<file path="config.mk">
export PLATFORM = sky130hd
export DESIGN_NAME = rvc_asap_inst_writer
export DESIGN_NICKNAME = d
export VERILOG_FILES = /design/src/rtl/rvc_asap_pkg.sv /design/src/rtl/rvc_asap_inst_encode.sv /design/src/rtl/rvc_asap_inst_writer.sv
export SDC_FILE = /design/constraint.sdc
export NUM_CORES = 1
export LEC_CHECK = 0
export CAP_MARGIN = 20
export CORE_MARGIN = 1
export CORE_UTILIZATION = 45
export CTS_CLUSTER_DIAMETER = 120
export DETAILED_ROUTE_END_ITERATION = 6
export PLACE_DENSITY = 0.76
export SYNTH_ARGS = -nofsm -noshare
export SYNTH_HDL_FRONTEND = slang
export SYNTH_SLANG_ARGS = --single-unit
</file>
<file path="constraint.sdc">
create_clock -name Clock -period 6 [get_ports Clock]
set_clock_uncertainty 0.1 [all_clocks]
set_input_delay 0.6 -clock Clock [delete_from_list [all_inputs] [get_ports Clock]]
set_output_delay 0.6 -clock Clock [all_outputs]
set_load 0.005 [all_outputs]
</file>
<file path="src/rtl/rvc_asap_pkg.sv">
// rvc_asap_pkg: shared opcode/immediate types, I-mem size and inst-writer state
package rvc_asap_pkg;
  localparam logic [31:0] I_MEM_MSB = 32'h0000_0FFF;
  typedef enum logic [6:0] {
    LUI    = 7'b0110111,
    AUIPC  = 7'b0010111,
    JAL    = 7'b1101111,
    JALR   = 7'b1100111,
    BRANCH = 7'b1100011,
    LOAD   = 7'b0000011,
    STORE  = 7'b0100011,
    I_OP   = 7'b0010011,
    R_OP   = 7'b0110011,
    FENCE  = 7'b0001111,
    SYSCAL = 7'b1110011
  } t_opcode;
  typedef enum logic [2:0] {IMM_NONE, IMM_I, IMM_S, IMM_B, IMM_U, IMM_J} t_immediate;
  typedef enum logic [1:0] {IDLE, RUN, FULL} t_inst_writer_state;
  function automatic t_immediate imm_type(input logic [6:0] op);
    case (op)
      LUI, AUIPC:                    return IMM_U;
      JAL:                           return IMM_J;
      JALR, LOAD, I_OP, FENCE, SYSCAL: return IMM_I;
      BRANCH:                        return IMM_B;
      STORE:                         return IMM_S;
      default:                       return IMM_NONE;
    endcase
  endfunction
  function automatic logic opcode_legal(input logic [6:0] op);
    case (op)
      LUI, AUIPC, JAL, JALR, BRANCH, LOAD, STORE, I_OP, R_OP, FENCE, SYSCAL: return 1'b1;
      default: return 1'b0;
    endcase
  endfunction
endpackage

</file>
<file path="src/rtl/rvc_asap_inst_encode.sv">
// rvc_asap_inst_encode: combinational descriptor to RV32I instruction word
module rvc_asap_inst_encode
  import rvc_asap_pkg::*;
(
  input  logic [6:0]  opcode,
  input  logic [4:0]  rd,
  input  logic [4:0]  rs1,
  input  logic [4:0]  rs2,
  input  logic [2:0]  funct3,
  input  logic [6:0]  funct7,
  input  logic [31:0] imm,
  output logic [31:0] word,
  output logic        legal
);
  t_immediate it;
  logic shamt;
  always_comb begin
    it = imm_type(opcode);
    legal = opcode_legal(opcode);
    // SLLI/SRLI/SRAI carry funct7 in the upper immediate bits
    shamt = opcode == I_OP && funct3[1:0] == 2'b01;
    word = it == IMM_U ? {imm[31:12], rd, opcode}
         : it == IMM_J ? {imm[20], imm[10:1], imm[11], imm[19:12], rd, opcode}
         : it == IMM_B ? {imm[12], imm[10:5], rs2, rs1, funct3, imm[4:1], imm[11], opcode}
         : it == IMM_S ? {imm[11:5], rs2, rs1, funct3, imm[4:0], opcode}
         : it == IMM_I ? (shamt ? {funct7, imm[4:0], rs1, funct3, rd, opcode}
                                : {imm[11:0], rs1, funct3, rd, opcode})
         : {funct7, rs2, rs1, funct3, rd, opcode};
  end
endmodule

</file>
<file path="src/rtl/rvc_asap_inst_writer.sv">
// rvc_asap_inst_writer: encodes instruction descriptors and writes them to consecutive I-mem words
module rvc_asap_inst_writer
  import rvc_asap_pkg::*;
#(
  parameter logic [31:0] BASE_ADDR = 32'h0,
  parameter logic [31:0] MEM_MSB   = I_MEM_MSB
) (
  input  logic        Clock,
  input  logic        Rst,
  input  logic        Start,
  input  logic        InValid,
  output logic        InReady,
  input  logic [6:0]  InOpcode,
  input  logic [4:0]  InRd,
  input  logic [4:0]  InRs1,
  input  logic [4:0]  InRs2,
  input  logic [2:0]  InFunct3,
  input  logic [6:0]  InFunct7,
  input  logic [31:0] InImm,
  output logic        MemWrEn,
  output logic [31:0] MemWrAddr,
  output logic [31:0] MemWrData,
  output logic        Full,
  output logic        IllegalOp,
  output logic [10:0] InstCount
);
  t_inst_writer_state state, state_nxt;
  logic [31:0] addr, word;
  logic legal, accept, write;
  rvc_asap_inst_encode u_enc (
    .opcode(InOpcode),
    .rd(InRd),
    .rs1(InRs1),
    .rs2(InRs2),
    .funct3(InFunct3),
    .funct7(InFunct7),
    .imm(InImm),
    .word(word),
    .legal(legal)
  );
  always_comb begin
    InReady = state == RUN && !Start;
    Full = state == FULL;
    accept = InValid && InReady;
    write = accept && legal;
    state_nxt = Start ? RUN : write && addr == MEM_MSB - 32'd3 ? FULL : state;
  end
  always_ff @(posedge Clock or posedge Rst)
    if (Rst) state <= IDLE;
    else state <= state_nxt;
  always_ff @(posedge Clock or posedge Rst)
    if (Rst) begin
      addr <= BASE_ADDR;
      InstCount <= '0;
      IllegalOp <= 1'b0;
      MemWrEn <= 1'b0;
      MemWrAddr <= '0;
      MemWrData <= '0;
    end else begin
      MemWrEn <= write;
      if (Start) begin
        addr <= BASE_ADDR;
        InstCount <= '0;
        IllegalOp <= 1'b0;
      end else if (accept && !legal) IllegalOp <= 1'b1;
      else if (write) begin
        addr <= addr + 32'd4;
        InstCount <= InstCount + 11'd1;
        MemWrAddr <= addr;
        MemWrData <= word;
      end
    end
endmodule

</file>
### After elaboration in Yosys (flattened, before gate mapping)

Cells that the tools add are included.

| storage, ports and cells | value |
|---|---|
| register bits after elaboration | 111 |
| input port bits | 68 |
| output and inout port bits | 79 |
| word-level logic and storage cells | 66 |

| operators by class | value |
|---|---|
| add/subtract/negate cells | 2 |
| equal/unequal tests | 21 |
| mux-type cells | 18 |
| bitwise operators | 2 |
| reductions and logical operators | 16 |

Operators by type and width:

| operator | count |
|---|---|
| 2-to-1 mux 32 bit | 9 |
| 2-to-1 mux 11 bit | 3 |
| adder 32 x 3 -> 32 bit, second input constant | 1 |
| equality test 32 x 12 -> 1 bit, second input constant | 1 |
| equality test 7 bit, second input constant | 4 |
| equality test 7 x 6 -> 1 bit, second input constant | 3 |
| case mux 3 bit (5 select lines) | 1 |
| equality test 7 x 5 -> 1 bit, second input constant | 2 |
| adder 11 x 1 -> 11 bit, second input constant | 1 |
| OR reduction 11 bit | 1 |
| equality test 7 x 2 -> 1 bit, second input constant | 1 |
| equality test 7 x 4 -> 1 bit, second input constant | 1 |
| equality test 3 x 2 -> 1 bit, second input constant | 2 |
| equality test 3 bit, second input constant | 2 |
| logical AND 1 bit | 6 |
| nonzero test 2 bit | 3 |
| OR reduction 5 bit | 1 |
| equality test 2 x 1 -> 1 bit, second input constant | 2 |
| 2-to-1 mux 2 bit | 2 |
| equality test 3 x 1 -> 1 bit, second input constant | 1 |
| 2-to-1 mux 1 bit | 3 |
| AND reduction 3 bit | 1 |
| equality test 2 bit, second input constant | 1 |
| logical NOT 1 bit | 2 |
| other kinds (4) | 5 |

### Longest topological paths before layout

Gate-level depths: netlist of the first run.

| logic depth | value |
|---|---|
| depth in word-level cells | 9 |
| mapped depth | 9 |
| gate-level depth less buffers | 7 |

### Modules after synthesis

A second synthesis of the first run with hierarchy kept.

| second synthesis, totals | value |
|---|---|
| cell total of the unflattened synthesis | 643 |
| area total of the unflattened synthesis | 5,635.4 um2 |

By module, submodules not included:

| module | instances | cells an instance | area an instance (um2) | seq. area each (um2) |
|---|---|---|---|---|
| rvc_asap_inst_writer | 1 | 523 | 4,807.1 | 2,677.6 |
| rvc_asap_inst_encode | 1 | 120 | 828.3 | 0.0 |

### Worst setup path before layout of the first run

OpenSTA, ideal clock, no wires.

| timing | value |
|---|---|
| path kind | input port to flip-flop |
| from | input InOpcode[4] |
| to | register addr[8] |
| setup time | 0.132 ns |
| arrival time | 2.253 ns |
| data required time | 5.768 ns |
| slack | 3.515 ns |
| cell stages on the path | 8 |
| path buffers | 2 |
| path through | clkbuf_1 -> nor2_1 -> a211o_1 -> a211oi_1 -> or2_1 -> buf_2 -> xor2_1 -> nor2_1 |

| between the ends | value |
|---|---|
| longest elaborated chain between the ends | 7 |
| elaborated cells on any way between the ends | 19 |
| those cells by class | 12 x eq/ne; 1 x mux; 6 x reduce/logical |

RTL lines:

| item | RTL line | source |
|---|---|---|
| start, declared | rvc_asap_inst_writer.sv:13 | `input logic [6:0] InOpcode,` |
| equality test 7 x 6 -> 1 bit (tied with other cells) | rvc_asap_pkg.sv:30 | `case (op)` |
| OR reduction 11 bit * | rvc_asap_pkg.sv:30 |  |
| 2-to-1 mux 1 bit * | rvc_asap_pkg.sv:30 |  |
| logical NOT 1 bit | rvc_asap_inst_writer.sv:65 | `end else if (accept && !legal) IllegalOp <= 1'b1;` |
| logical AND 1 bit | rvc_asap_inst_writer.sv:65 |  |
| inequality test 2 bit (no source line) | - |  |
| AND reduction 2 bit (no source line) * | - |  |
| end signal, assigned | rvc_asap_inst_writer.sv:67 | `addr <= addr + 32'd4;` |
| end, declared | rvc_asap_inst_writer.sv:28 | `logic [31:0] addr, word;` |

Every way passes the cells marked *; elsewhere a longest branch is shown, timed or not.
A chain may end at the register's enable or synchronous reset.

### Worst setup path in the final report of the first run

| timing | value |
|---|---|
| from | input InOpcode[2] |
| to | register MemWrData[28] |

| between the ends | value |
|---|---|
| longest elaborated chain between the ends | 9 |
| elaborated cells on any way between the ends | 33 |
| those cells by class | 16 x eq/ne; 8 x mux; 1 x bitwise; 8 x reduce/logical |

RTL lines:

| item | RTL line | source |
|---|---|---|
| equality test 7 bit (tied with other cells) | rvc_asap_pkg.sv:20, rvc_asap_pkg.sv:30 |  |
| OR reduction 5 bit or OR reduction 2 bit (tied branches) | rvc_asap_pkg.sv:20 | `case (op)` |
| case mux 3 bit (5 select lines) | rvc_asap_pkg.sv:20 |  |
| equality test 3 x 1 -> 1 bit | rvc_asap_inst_encode.sv:26 | `: it == IMM_I ? (shamt ? {funct7, imm[4:0], rs1, funct3, rd, opcode}` |
| 2-to-1 mux 32 bit | rvc_asap_inst_encode.sv:26 |  |
| 2-to-1 mux 32 bit | rvc_asap_inst_encode.sv:25 | `: it == IMM_S ? {imm[11:5], rs2, rs1, funct3, imm[4:0], opcode}` |
| 2-to-1 mux 32 bit | rvc_asap_inst_encode.sv:24 | `: it == IMM_B ? {imm[12], imm[10:5], rs2, rs1, funct3, imm[4:1], imm[11], opcode}` |
| 2-to-1 mux 32 bit | rvc_asap_inst_encode.sv:23 | `: it == IMM_J ? {imm[20], imm[10:1], imm[11], imm[19:12], rd, opcode}` |
| 2-to-1 mux 32 bit | rvc_asap_inst_encode.sv:22 | `word = it == IMM_U ? {imm[31:12], rd, opcode}` |
| end signal, assigned | rvc_asap_inst_writer.sv:70 | `MemWrData <= word;` |
| end, declared | rvc_asap_inst_writer.sv:22 | `output logic [31:0] MemWrData,` |

Several ways; a longest one is shown, not always the timed one.

==> out/metrics.csv, run 1 <==
metric,value,unit
status,"finished, final reports clean",
syn_to_final_growth,34.90,%
slew-limit-headroom,30.99,%
overflow,0,
grt_pass1_vias,4648,
yosys-top-cells-area,"dfrtp_1 (51%), nand2_1 (10%), mux2i_1 (4.6%)",
place_inst,835,
cts_buffers,9,
grt_pass1_wl,21.94,mm
dr.pass1.iters,5,
setup_tns,0,ns
cts.reportedPaths.clkPinSlew,0.07,ns
synthesis.area,0.005266,mm²
vias,4644,
hold_viol_final,0,
die_height,110.2,µm
clk_path_buf_depth,2,
num_antenna_cells,0,
regArea,0.002678,mm²
die_w,110.2,µm
multi_input_area,0.002415,mm²
antenna_found_initial,0,
clock_sinks,107,
async_reset_ff_share,100.0,%
startpoint_type,primary input,
synth_ff_type,dfrtp_1,
fp.dieArea,0.01214,mm²
synthMostInstantiatedCell,nand2_1,
synth.top_cell.area_share,50.84,%
fin_crit_sh,67.95,%
dr.max_layer_used,met4,
end_kind,register,
drt-met1-wl,5.450,mm
arrival,4.23,ns
grt_util_all_layers,23.72,%
ctsResizeCount,0,
drv_slew,0,
cts_hold_buf,0,
rsz0062_at_grt,false,
drt_iter0_drc,283,
finalCriticalPeriod,4.077,ns
crit_type,primary input to register,
power.leakage,3.053,nW
required,6.16,ns
wl_per_cell,16.16,µm
avgSynthCellArea,9.159,µm²
insertion_delay,0.35,ns
synth_edf_count,0,
final_util,62.22,%
via_per_inst,5.457,
ir_drop,0.0001388,V
synth_top_cell_by_area,dfrtp_1,
grt_max_degree,72,
ys_warn_count,0,
place_congestion,0.8905,
p_per_area,244.3,mW/mm²
crit_fanout,43,
drive_gt1_share,4.096,%
place_ws,1.581,ns
cts_tree,built,
setup_ws,1.923,ns
synthTopCellsByCount,"nand2_1 (140), dfrtp_1 (107), nor2_1 (35)",
layoutNonFillerInstCount,851,
ys_seq_area_share,50.84,%
synth_seq_cells,107,
io_buffers,144,
synth_cell_types,55,
worstMarginPinSlew,1.029,ns
cts_root_buf,clkbuf_16,
wl_met2,7.064,mm
htree_levels,3,
routed_wl,13.75,mm
layout.nets,774,
start_util,46.12,%
dpl.hpwl,10.10,mm
drc,0,
rows,39,
hold_ws,0.3733,ns
core,0.01142,mm²
finalSetupViolCount,0,
synth_cells,575,
fill_cells,1020,
maxCapViolCount,0,
fmax,245.3,MHz
postCtsSetupBuffers,0,
hold_path.class,register to register,
dr_wl_met3,909,µm
ios,147,
ant_nets,0,
flip-flops by register name, summed over array words and instances (netlist names):
signal     count
MemWrEn        1
MemWrData     32
state          2
IllegalOp      1
addr          30
MemWrAddr     30
InstCount     11
per-stage QoR:
step / total power [W] / cell area (µm²)
after global routing: 0.001811 / 7104
final: 0.001735 / 7104
after detailed placement: 0.001126 / 6783
after floorplan: 0.0009237 / 5270
after CTS: 0.001750 / 7104
after global placement: 0.001116 / 6783
final cells by class:
class	count	share of cell area (%)
clock buffers	12	3.751
clock inverters	4	0.7749
inverters	12	0.6693
multi-input cells	426	33.99
flip-flops and latches	107	37.69
well taps	143	2.518
repair buffers	147	20.61
cells in the final DEF, fill, tap and decap left out, types with 10 or more instances in the layout:
cell             instances
inv_1                   10
o21ai_0                 17
o21ai_1                 19
mux2i_1                 24
xnor2_1                 11
a21oi_1                 27
nor2_1                  35
dfrtp_1                107
nand3_1                 23
nand2_1                139
clkdlybuf4s50_1        144
path summary, 6_finish.rpt:
path	start	end	slack [ns]	cells past startpoint
min in group asynchronous	Rst	MemWrData[19]$_DFFE_PP0P_	0.52	2
worst min register to register	MemWrData[0]$_DFFE_PP0P_	MemWrData[0]$_DFFE_PP0P_	0.37	1
max in group asynchronous	Rst	MemWrAddr[25]$_DFFE_PP0P_	4.03	3
worst max register to register	state[1]$_DFFE_PP0P_	MemWrData[28]$_DFFE_PP0P_	2.66	6
worst max-delay path	InOpcode[2]	MemWrData[28]$_DFFE_PP0P_	1.92	8
worst min-delay path	MemWrData[0]$_DFFE_PP0P_	MemWrData[0]$_DFFE_PP0P_	0.37	1
per-layer routing:
metal,up-vias,GRT usage (%)
met3,19,5.526
met5,-,0
met4,0,9.868
met1,2232,27.11
met2,149,42.50
li1,2244,-
kinds of logic after synthesis:
group                    after synthesis  synth area share, %
AO/OA/AOI/OAI                        102                11.69
AND/OR/NAND/NOR                      274                25.02
buffers and inverters                 43                3.421
XOR/XNOR                              17                2.827
flip-flops                           107                50.84
other                                  1              0.07121
multiplexers                          28                5.417
adder cells (fa/ha/maj)                3               0.7128
worst max-delay path: stages:
cell             delay, ns
clkdlybuf4s50_1       0.67
nand3_1               0.30
a21oi_1               0.29
a21o_1                0.41
nand2_2               0.54
inv_2                 0.76
nand2_1               0.38
o221ai_1              0.26
power breakdown:
part	switching, W	internal, W	leakage, nW
logic	0.000119	0.000177	1.45
clock network	0.000265	0.000361	0.156
registers	0.0000347	0.000779	1.45
No activity file was read; power rests on OpenSTA's default activity.
==> run 2: changes to the inputs <==
- clock period: 6 -> 3.82 ns (I/O delays scaled with it)
==> run 2 against run 1 <==
Effect of this change: via count up 1.1%; register-to-register slack worse by 1.4 ns; core utilization up 0.43 points; critical endpoint is now addr[23]$_DFFE_PP0P_.
==> out/metrics.csv, run 2 (synthesized netlist as in run 1, its figures left out) <==
metric,value,unit,change
status,"finished, final reports clean",,
insertion_delay,0.34,ns,about the same
slew-limit-headroom,44.08,%,+13 points
reg2reg_to,MemWrData[28]$_DFFE_PP0P_,,
via_per_inst,5.481,,+0.43%
min_to,MemWrAddr[21]$_DFFE_PP0P_,,
place_congestion,0.8712,,-2.2%
layout_commonest_cell,clkdlybuf4s50_1,,
routed_wl,13.56,mm,-1.4%
total_power,0.002707,W,+56%
ant_nets,0,,unchanged
maxCapViolCount,0,,unchanged
rows,39,,unchanged
fill_cells,1003,,-1.7%
cts.reportedPaths.clkPinSlew,0.07,ns,about the same
clk_path_buf_depth,2,,unchanged
ios,147,,unchanged
cts_root_buf,clkbuf_16,,
setup_ws,0.7202,ns,-1.203 ns
core,0.01142,mm²,unchanged
power.leakage,3.083,nW,+0.99%
layout.nets,780,,+0.78%
cts_hold_buf,0,,unchanged
grt_util_all_layers,23.94,%,+0.22 points
postCtsSetupBuffers,0,,unchanged
start_util,46.12,%,unchanged
finalCriticalPeriod,3.100,ns,
clock_sinks,107,,unchanged
cts_buffers,9,,unchanged
overflow,0,,unchanged
die_height,110.2,µm,unchanged
grt_pass1_wl,22.32,mm,+1.7%
die_w,110.2,µm,unchanged
hold_path.class,register to register,,
drt_iter0_drc,266,,-6.0%
drc,0,,unchanged
worstReg2RegStart,state[0]$_DFFE_PP0P_,,
drv_slew,0,,unchanged
grt_pass1_vias,4554,,-2.0%
arrival,3.27,ns,-0.96 ns
largest_reg_flops,32,,unchanged
crit_fanout,15,,-65%
drive_gt1_share,4.902,%,+0.81 points
syn_to_final_growth,35.83,%,
wl_per_cell,15.82,µm,-2.1%
regArea,0.002678,mm²,unchanged
fin_crit_sh,81.15,%,
finalSetupViolCount,0,,unchanged
fp.dieArea,0.01214,mm²,unchanged
multi_input_area,0.002415,mm²,unchanged
antenna_found_initial,0,,unchanged
cts_tree,built,,
p_per_area,378.5,mW/mm²,+55%
min_from,MemWrAddr[21]$_DFFE_PP0P_,,
ff2ff_path_depth,7,,+1
hold_viol_final,0,,unchanged
final_cell_mix,"clkdlybuf4s50_1 (144), nand2_1 (139), dfrtp_1 (107)",,
final_area,0.007153,mm²,+0.69%
vias,4697,,+1.1%
setup_tns,0,ns,unchanged
dpl.hpwl,9.878,mm,-2.2%
ir_drop,0.0002377,V,+71%
reg_top3,"MemWrData (32), MemWrAddr (30), addr (30)",,
top_register,MemWrData,,
whs_path_depth,2,,+1
dr.pass1.iters,5,,unchanged
grt_max_degree,108,,+50%
place_ws,0.4096,ns,-1.171 ns
end_kind,register,,
worstMarginPinSlew,0.8352,ns,-0.1938 ns
r2r_slack,1.28,ns,-1.38 ns
io_buffers,144,,unchanged
startpoint_type,primary input,,
rsz0062_at_grt,false,,
fmax,322.6,MHz,
htree_levels,3,,unchanged
crit_type,primary input to register,,
required,3.99,ns,-2.17 ns
post_dp_cell_area,0.006840,mm²,+0.85%
ctsResizeCount,0,,unchanged
num_antenna_cells,0,,unchanged
[run 2: stage by stage]
stage	utilization, %	instances	hold WS (ns)
6_report	62.65	857	0.3767
5_1_grt	62.65	857	0.3948
4_1_cts	62.65	857	0.3823
3_5_place_dp	59.91	841	0.3643
2_1_floorplan	-	576	0.3590
3_3_place_gp	59.91	841	0.3503
[run 2: cell type report]
class | count | area share [%]
timing repair buffer | 153 | 21.27
inverter | 12 | 0.6647
clock inverter | 5 | 0.8396
multi-input combinational | 426 | 33.76
tap | 143 | 2.501
sequential | 107 | 37.43
clock buffer | 11 | 3.533
[run 2: critical path, cell delays in order]
cell	delay [ns]
clkdlybuf4s50_1	0.66
nand3_1	0.29
a21oi_1	0.29
a21o_1	0.44
nand3_1	0.50
or4_1	0.55
a21oi_1	0.15
[run 2: where the power goes]
group          switching, W  internal (W)
combinational      0.000186      0.000282
sequential        0.0000522       0.00122
clock              0.000416      0.000547
total              0.000655       0.00205
[run 2: metal layers]
metal  vias up  global-route usage [%]  wire, µm
li1       2263                       -         -
met1      2243                   30.05      5447
met2       173                   40.49      6877
met3        18                   6.349      1029
met4         0                   7.237       204
met5         -                       0         0
[run 2: worst max path at each step]
stage / start / end / slack, ns
after floorplan: Rst / IllegalOp$_DFFE_PP0P_ / 0.52
after global placement: InOpcode[2] / addr[27]$_DFFE_PP0P_ / 0.53
after detailed placement: InOpcode[2] / MemWrData[23]$_DFFE_PP0P_ / 0.41
after CTS: InOpcode[2] / addr[23]$_DFFE_PP0P_ / 0.77
after global routing: InOpcode[2] / addr[25]$_DFFE_PP0P_ / 0.46
final: InOpcode[2] / addr[23]$_DFFE_PP0P_ / 0.72
==> run 3: changes to the inputs <==
- CORE_UTILIZATION: 45 -> 44
- PLACE_DENSITY: 0.76 -> 0.77
- clock period: 3.82 -> 2.8 ns (I/O delays scaled with it)
==> run 3 against run 2 <==
Effect of this change: the run now ends with design-rule violations left; sequential power grew 36%; worst hold slack lost 0.10 ns; core utilization grew 0.65 points; via count grew 3.3%; cell area grew 2.3%; sequential share of layout area shrank 0.85 points; total power grew 34%; critical endpoint is now addr[31]$_DFFE_PP0P_.
==> out/metrics.csv, run 3 (synthesized netlist as in run 1, its figures left out) <==
metric,value,unit,change
sw_frac_of_total,24.41,%,+0.22 points
num_antenna_cells,0,,unchanged
crit_family,simple AND/OR/NAND/NOR gates,,
crit_type,register to register,,
wl_met2,6.981,mm,+1.5%
drt-met1-wl,5.666,mm,+4.0%
grt_pass1_vias,4814,,+5.7%
arrival,2.71,ns,-0.56 ns
place_congestion,0.8828,,+1.3%
hold_path.class,primary input to async pin,,
drc,9,,+9
maxCapViolCount,0,,unchanged
ant_nets,0,,unchanged
seqPwrFrac,48.1,%,+1.0 points
required,2.98,ns,-1.01 ns
drt_iter0_drc,312,,+17%
vias,4852,,+3.3%
top_register,MemWrData,,
startpoint_type,register,,
cp.buffers_inverters,0,,-1
path_cells,nand4_4 -> nor4_4 -> nand4_2 -> or4_4 -> or4_1 -> a21oi_1,,
p_sw,0.0008859,W,+35%
wl_per_cell,16.01,µm,+1.2%
ir_drop,0.0003517,V,+48%
clk_path_buf_depth,2,,unchanged
cts_tree,built,,
routed_wl,14.04,mm,+3.5%
fp.dieArea,0.01241,mm²,+2.2%
crit_slowest_cell,dfrtp_1,,
grt_max_degree,50,,-54%
die_w,111.4,µm,+1.1%
dr.pass1.iters,7,,+2
via_per_inst,5.532,,+0.94%
p_clk_share,33.9,%,-1.7 points
syn_to_final_growth,38.99,%,
cts_hold_buf,0,,unchanged
dr_wl_met3,1.096,mm,+6.5%
rows,39,,unchanged
postCtsSetupBuffers,0,,unchanged
cts_root_buf,clkbuf_16,,
layoutNonFillerInstCount,877,,+2.3%
drive_gt1_share,7.493,%,+2.6 points
finalCriticalPeriod,2.538,ns,
final_cell_mix,"clkdlybuf4s50_1 (144), nand2_1 (139), dfrtp_1 (107)",,
dpl.hpwl,10.39,mm,+5.2%
status,"complete, but fails checks",,
overflow,0,,unchanged
layout.nets,800,,+2.6%
finalSetupViolCount,0,,unchanged
layout_commonest_cell,clkdlybuf4s50_1,,
p_int,0.002743,W,+34%
ios,147,,unchanged
largest_reg_flops,32,,unchanged
power.leakage,3.186,nW,+3.3%
final_util,63.29,%,+0.65 points
rsz0062_at_grt,false,,
insertion_delay,0.35,ns,about the same
grt_util_all_layers,23.66,%,-0.28 points
violations,design-rule violations,,
p_per_area,495.7,mW/mm²,+31%
io_buffers,144,,unchanged
ctsResizeCount,0,,unchanged
clock_sinks,107,,unchanged
antenna_found_initial,0,,unchanged
crit_fanout,6,,-9
hold_ws,0.2724,ns,-0.1043 ns
pwr-share-comb,18.0,%,+0.7 points
reg_top3,"MemWrData (32), MemWrAddr (30), addr (30)",,
core,0.01156,mm²,+1.3%
start_util,45.54,%,-0.58 points
fill_cells,956,,-4.7%
slowest_delay,0.52,ns,-0.14 ns
end_kind,register,,
place_inst,861,,+2.4%
htree_levels,3,,unchanged
cts_buffers,9,,unchanged
hold_viol_final,0,,unchanged
dr.max_layer_used,met4,,
cts.reportedPaths.clkPinSlew,0.07,ns,about the same
worstMarginPinSlew,0.6598,ns,-0.1754 ns
setup_tns,0,ns,unchanged
die_height,111.4,µm,+1.1%
grt_pass1_wl,23.47,mm,+5.2%
drv_slew,0,,unchanged
fin_crit_sh,90.64,%,
slew-limit-headroom,55.92,%,+12 points
fmax,394.0,MHz,
## run 3: path summary, 6_finish.rpt
kind                            depth (start not counted)  slack (ns)                 startpoint                   endpoint
worst min register to register                          2        0.37  MemWrAddr[23]$_DFFE_PP0P_  MemWrAddr[23]$_DFFE_PP0P_
max in group asynchronous                               3        1.70                        Rst  MemWrAddr[27]$_DFFE_PP0P_
worst min-delay path                                    2        0.27                        Rst  MemWrData[25]$_DFFE_PP0P_
worst max-delay path                                    6        0.26        addr[8]$_DFFE_PP0P_       addr[31]$_DFFE_PP0P_
min in group Clock                                      2        0.37  MemWrAddr[23]$_DFFE_PP0P_  MemWrAddr[23]$_DFFE_PP0P_
worst max register to register                          6        0.26        addr[8]$_DFFE_PP0P_       addr[31]$_DFFE_PP0P_
## run 3: layout make-up
class / count / area (µm²) / area share, %
timing repair buffer: 173 / 1709 / 23.35
clock buffer: 12 / 266.5 / 3.641
multi-input combinational: 426 / 2415 / 32.99
inverter: 12 / 48.80 / 0.6667
sequential: 107 / 2678 / 36.58
clock inverter: 4 / 23.77 / 0.3248
tap: 143 / 178.9 / 2.444
## run 3: stage by stage
stage	setup WS, ns	cell area [µm²]	total power (W)
3_3_place_gp	0.1315	7029	0.002417
6_report	0.2620	7320	0.003629
3_5_place_dp	0.05803	7029	0.002428
2_1_floorplan	0.5579	5274	0.001980
5_1_grt	0.09877	7320	0.003793
4_1_cts	0.2559	7320	0.003659
## run 3: metal layers
metal | global-route usage (%) | vias up
li1 | - | 2301
met2 | 40.29 | 216
met4 | 9.189 | 0
met1 | 29.48 | 2312
met5 | 0 | -
met3 | 5.117 | 23
## run 3: power by group through the flow
| stage | sequential (W) | combinational [W] | clock (W) |
|---|---|---|---|
| 4_1_cts | 0.00174 | 0.000662 | 0.00125 |
| 2_1_floorplan | 0.00177 | 0.000207 | 0 |
| 5_1_grt | 0.00176 | 0.000716 | 0.00132 |
| 6_report | 0.00174 | 0.000653 | 0.00123 |
| 3_3_place_gp | 0.00177 | 0.000646 | 0 |
| 3_5_place_dp | 0.00177 | 0.000660 | 0 |
